File: config.mk
export PLATFORM = sky130hd
export DESIGN_NAME = clock_adjust_ctrl
export DESIGN_NICKNAME = d
export VERILOG_FILES = /design/src/rtl/clock_pkg.sv /design/src/rtl/tick_counter.sv /design/src/rtl/clock_adjust_ctrl.sv
export SDC_FILE = /design/constraint.sdc
export NUM_CORES = 1
export LEC_CHECK = 0
export CAP_MARGIN = 20
export CORE_MARGIN = 3
export CORE_UTILIZATION = 47
export CTS_CLUSTER_DIAMETER = 100
export DETAILED_ROUTE_END_ITERATION = 8
export PLACE_DENSITY = 0.81
export SLEW_MARGIN = 20
export SYNTH_ARGS = -nofsm -noshare
export SYNTH_HDL_FRONTEND = slang
export SYNTH_SLANG_ARGS = --single-unit
File: constraint.sdc
create_clock -name CLK -period 4.1 [get_ports CLK]
set_clock_uncertainty 0.05 [all_clocks]
set_input_delay 1.025 -clock CLK [delete_from_list [all_inputs] [get_ports CLK]]
set_output_delay 1.025 -clock CLK [all_outputs]
set_load 0.005 [all_outputs]
File: src/rtl/clock_pkg.sv
// Shared types and default constants for the clock adjust controller.
package clock_pkg;

  typedef enum logic {
    NORM = 1'b0,
    EDIT = 1'b1
  } state_t;

  localparam int unsigned NFIELD_DEF        = 3;
  localparam int unsigned TIMEOUT_TICKS_DEF = 30;
  localparam int unsigned REPEAT_DLY_DEF    = 2;

endpackage

File: src/rtl/tick_counter.sv
// Saturating event counter: clr has priority, en advances the count until it
// holds at MAX; done_c is high while the count sits at MAX.
module tick_counter #(
  parameter int unsigned MAX = 4
) (
  input  logic CLK,
  input  logic RST,
  input  logic clr,
  input  logic en,
  output logic done_c
);

  localparam int unsigned W = $clog2(MAX + 1);

  logic [W-1:0] cnt;

  // Count enabled events, stop at MAX, never wrap.
  always_ff @(posedge CLK or posedge RST) begin
    if (RST) begin
      cnt <= '0;
    end else if (clr) begin
      cnt <= '0;
    end else if (en && (cnt != W'(MAX))) begin
      cnt <= cnt + W'(1);
    end
  end

  assign done_c = (cnt == W'(MAX));

endmodule

File: src/rtl/clock_adjust_ctrl.sv
// Time-setting controller: MODE toggles edit mode, SELECT walks the edited
// field downward, ADJUST (+DOWN) pulses INC/DEC for the selected field, the
// selected field blinks at 2 Hz, and idle edit mode times out back to NORM.
// Optional auto-repeat on a held adjust button: define CLOCK_ADJ_AUTOREPEAT_EN.
module clock_adjust_ctrl
  import clock_pkg::*;
#(
  parameter int unsigned NFIELD        = NFIELD_DEF,
  parameter int unsigned TIMEOUT_TICKS = TIMEOUT_TICKS_DEF,
  parameter int unsigned REPEAT_DLY    = REPEAT_DLY_DEF
) (
  input  logic                      CLK,
  input  logic                      RST,
  input  logic                      SIG2HZ,
  input  logic                      MODE,
  input  logic                      SELECT,
  input  logic                      ADJUST,
  input  logic                      DOWN,
  input  logic                      ADJ_HELD,
  output logic [NFIELD-1:0]         INC,
  output logic [NFIELD-1:0]         DEC,
  output logic [NFIELD-1:0]         ON,
  output logic                      EDIT,
  output logic [$clog2(NFIELD)-1:0] SEL
);

  localparam int unsigned SW = $clog2(NFIELD);

  state_t        state_q, state_d;
  logic [SW-1:0] sel_q, sel_d;
  logic          sig_q;
  logic          rise;
  logic          in_edit;
  logic          to_clr, to_done_c;
  logic          rep_pulse;
  logic          adj_evt;

  assign rise    = SIG2HZ & ~sig_q;
  assign in_edit = (state_q == clock_pkg::EDIT);

  // Inactivity timer: held at zero outside edit mode and by any button activity.
  assign to_clr = ~in_edit | MODE | SELECT | ADJUST | ADJ_HELD;

  tick_counter #(
    .MAX (TIMEOUT_TICKS)
  ) u_timeout (
    .CLK    (CLK),
    .RST    (RST),
    .clr    (to_clr),
    .en     (rise),
    .done_c (to_done_c)
  );

`ifdef CLOCK_ADJ_AUTOREPEAT_EN
  logic rep_clr, rep_done_c;

  // Repeat delay: counts 2 Hz edges while adjust is held in edit mode.
  assign rep_clr = ~in_edit | ~ADJ_HELD | SELECT | MODE;

  tick_counter #(
    .MAX (REPEAT_DLY)
  ) u_repeat (
    .CLK    (CLK),
    .RST    (RST),
    .clr    (rep_clr),
    .en     (rise),
    .done_c (rep_done_c)
  );

  assign rep_pulse = in_edit & ADJ_HELD & rep_done_c & rise;
`else
  logic unused_repeat_dly;

  assign unused_repeat_dly = |REPEAT_DLY;
  assign rep_pulse         = 1'b0;
`endif

  // A repeat edge and a manual ADJUST in the same cycle merge into one pulse.
  assign adj_evt = ADJUST | rep_pulse;

  // State, field index and 2 Hz edge-detect registers.
  always_ff @(posedge CLK or posedge RST) begin
    if (RST) begin
      state_q <= clock_pkg::NORM;
      sel_q   <= '0;
      sig_q   <= 1'b0;
    end else begin
      state_q <= state_d;
      sel_q   <= sel_d;
      sig_q   <= SIG2HZ;
    end
  end

  // Next state: MODE beats SELECT beats ADJUST; timeout loses to any activity.
  always_comb begin
    state_d = state_q;
    sel_d   = sel_q;
    case (state_q)
      clock_pkg::NORM: begin
        if (MODE) begin
          state_d = clock_pkg::EDIT;
          sel_d   = '0;
        end
      end
      clock_pkg::EDIT: begin
        if (MODE) begin
          state_d = clock_pkg::NORM;
          sel_d   = '0;
        end else if (SELECT) begin
          sel_d = (sel_q == '0) ? SW'(NFIELD - 1) : (sel_q - SW'(1));
        end else if (to_done_c && !ADJUST && !ADJ_HELD) begin
          state_d = clock_pkg::NORM;
          sel_d   = '0;
        end
      end
      default: begin
        state_d = clock_pkg::NORM;
        sel_d   = '0;
      end
    endcase
  end

  // Same-cycle adjust pulses and per-field blink enables.
  always_comb begin
    INC = '0;
    DEC = '0;
    ON  = '1;
    if (!RST && in_edit && adj_evt && !MODE && !SELECT) begin
      if (DOWN) begin
        DEC = NFIELD'(1) << sel_q;
      end else begin
        INC = NFIELD'(1) << sel_q;
      end
    end
    for (int i = 0; i < int'(NFIELD); i++) begin
      if (in_edit && (sel_q == SW'(i)) && SIG2HZ) begin
        ON[i] = 1'b0;
      end
    end
  end

  assign EDIT = in_edit;
  assign SEL  = in_edit ? sel_q : '0;

endmodule

==> flow_summary_export.csv <==
group,metric,value,unit
worst_hold_path,hold_class,"flip-flop to flip-flop",
cts,cts_tree,"yes",
worst_hold_path,hold_end,"u_timeout.cnt[0]$_DFFE_PP0P_",
placement,gp_congestion,0.738,
cells_and_area,multi_input_area,368,um2
worst_setup_path,reg2reg_depth,5,
run_status,status,"complete, no violations",
global_routing,track_usage,0.182,
synth,ys_seq_elements,9,
worst_setup_path,max_stage_delay,0.51,ns
worst_setup_path,critPathMaxFanout,6,
worst_setup_path,r2r-end,"u_timeout.cnt[3]$_DFFE_PP0P_",
routing,first_pass_iters,4,
worst_setup_path,path_class,"input port to primary output",
cts,cts_setup_buffers,0,
floorplan,row_count,12,
pwr,leakagePower,0.000363,uW
routing,ant_nets,0,
timing,setup_viol,0,
worst_setup_path,worstPathArrival,2.81,ns
synth,syn_area,627,um2
cts,cts_buffer_depth,2,
worst_setup_path,crit_top_cell,"clkdlybuf4s50_1",
cts,cts.reportedPaths.clkPinSlew,0.06,ns
timing,finalSetupTns,0,ns
cells_and_area,syn_to_final_growth,38.1,%
timing,report.final.hold_viol_count,0,
worst_hold_path,worstHoldStart,"u_timeout.cnt[0]$_DFFE_PP0P_",
routing,wire_per_inst,13.6,um
timing,period_minus_slack,3.88,ns
timing,maxClockFrequency,0.258,GHz
timing,rsz0062_at_grt,"false",
worst_setup_path,r2r-start,"u_timeout.cnt[0]$_DFFE_PP0P_",
global_routing,grt_pass1_wl,2460,um
worst_setup_path,path_buf_inv,2,
global_routing,grt_max_degree,15,
timing,worstMarginPinSlew,0.426,ns
cts,postCtsResizedCells,0,
placement,dp_cells,103,
cts,cts_buffers,3,
routing,drt_wl_total,1460,um
cts,htreeDepth,1,
worst_setup_path,reg2reg_slack,2.44,ns
synth,synth-edff-count,0,
routing,vias,614,
routing,first_iter_violations,17,
cells_and_area,register_area,225,um2
floorplan,die_area,0.00181,mm2
floorplan,core,0.00117,mm2
synth,synthDistinctLibCells,28,
worst_setup_path,required,3.02,ns
worst_setup_path,cpMaxStageDelayCell,"clkdlybuf4s50_1",
worst_setup_path,start_kind,"input port",
synth,syn_nets,83,
synth,syn_avg_cell_area,8.96,um2
synth,synth-main-ff-cell,"dfrtp_1",
placement,hpwl,1150,um
worst_setup_path,cpLargestDelayFamily,"buffers and inverters",
timing,max_slew_margin,0.715,
floorplan,die_h,42.5,um
cells_and_area,drive_gt1_frac,0.0968,
cts,postCtsHoldBufs,0,
cells_and_area,instances_no_fill,107,
synth,synth-async-reset-ratio,1.00,
worst_setup_path,path_cells,"clkdlybuf4s50_1 -> nor3b_2 -> and4b_1 -> and2_1 -> clkdlybuf4s50_1",
placement,portBuffers,19,
cells_and_area,design_area,866,um2
cts,cts_root_buffer,"clkbuf_4",
timing,maxSlewViolCount,0,
routing,via_per_inst,5.74,
cts,insertion_delay,0.27,ns
synth,yosys_warnings,0,
routing,drcViolationCount,0,
cts,clock-sinks,9,
global_routing,first_global_vias,557,
worst_setup_path,worst-path-stages,5,
placement,placed_area,838,um2
cells_and_area,nets,107,
timing,fin_crit_sh,0.947,
cells_and_area,antenna_cells,0,
floorplan,die_x,42.5,um
synth,synth-seq-area-share,0.359,
pwr,pwr_density_cell,238,mW/mm2
floorplan,start_util,0.535,
cells_and_area,filler_cell_count,87,
synth,syn_inst,70,
pwr,peakVddDrop,0.189,mV
floorplan,ios,20,
run,drv_cap,0,
global_routing,gr-total-overflow,0,
global_routing,antenna_found_initial,0,
worst_hold_path,min_path_cells,2,
worst_setup_path,setup.worst_path.end_class,"primary output",
registers in the layout, indices dropped and copies added, names as in the netlist:
| signal | cells |
|---|---|
| sel_q | 2 |
| EDIT | 1 |
| sig_q | 1 |
| u_timeout.cnt | 5 |
routing by layer:
layer | part of all wire | track usage
met5 | 0 | 0
met4 | 0.016 | 0.0621
met3 | 0.064 | 0.0858
met2 | 0.47 | 0.271
met1 | 0.45 | 0.230
worst max-delay path by stage:
stage | start | end | slack [ns]
3_3_place_gp | SELECT | INC[0] | 0.31
3_5_place_dp | SELECT | INC[0] | 0.21
6_report | SELECT | INC[0] | 0.22
5_1_grt | SELECT | INC[0] | 0.12
4_1_cts | SELECT | INC[0] | 0.21
2_1_floorplan | SELECT | INC[0] | 1.38
worst register-to-register path, delay by kind of cell, from the launching register on:
family	cells	cell delay, ns
buf+inv	1	0.07
compound gates	1	0.16
fa+ha+maj	1	0.23
simple gates	2	0.70
flops	1	0.38
placed cells by master, fill, tap and decap left out, drive strengths merged, types with 2 or more instances in the layout:
cell type | Yosys | layout
a21o | 2 | 2
ha | 5 | 5
and2 | 5 | 5
nor2b | 2 | 2
dfrtp | 9 | 9
o21ai | 2 | 2
nand4 | 2 | 2
nor2 | 4 | 4
clkdlybuf4s50 | 0 | 19
nand3 | 8 | 8
inv | 8 | 8
nand3b | 2 | 2
a31oi | 2 | 2
a21oi | 3 | 3
clkbuf | 1 | 3
a311oi | 3 | 3
through the flow:
step | total power [uW] | worst slack (ns) | util | hold WS [ns]
after global placement | 139 | 0.310 | 0.716 | 0.538
after CTS | 209 | 0.211 | 0.739 | 0.550
final | 206 | 0.218 | 0.739 | 0.548
after detailed placement | 139 | 0.210 | 0.716 | 0.540
after global routing | 218 | 0.125 | 0.739 | 0.587
after floorplan | 118 | 1.38 | - | 0.503
logic make-up after synthesis:
group | share of synthesized area
and+or+nand+nor | 0.305
AOI/OAI and AO/OA | 0.166
adders and majority gates | 0.0998
DFF | 0.359
muxes | 0.0160
buffers and inverters | 0.0539
report_power, final:
group | leakage, uW | internal, uW | total, uW | switching [uW]
sequential | 0.000121 | 92.1 | 97.9 | 5.81
clock | 0.0000177 | 36.0 | 68.5 | 32.5
combinational | 0.000224 | 21.9 | 40.0 | 18.1
cell usage after synthesis, types with 2 or more instances:
cell	count	area, um2
a31oi_1	2	12.5
nor2b_1	2	12.5
nand3b_1	2	15.0
a311oi_1	3	26.3
nand3_1	8	40.0
and2_1	5	31.3
ha_1	5	62.6
nor2_1	4	15.0
o21ai_0	2	10.0
dfrtp_1	9	225
nand4_1	2	12.5
a21oi_1	3	15.0
inv_1	8	30.0
final cells by class:
cell class / instances / area share
Clock buffer: 3 / 0.0260
Multi-Input combinational cell: 52 / 0.425
Sequential cell: 9 / 0.260
Tap cell: 14 / 0.0202
Inverter: 8 / 0.0347
Timing Repair Buffer: 20 / 0.228
Clock inverter: 1 / 0.00578
Note: power is estimated with default switching activity, not from simulation.
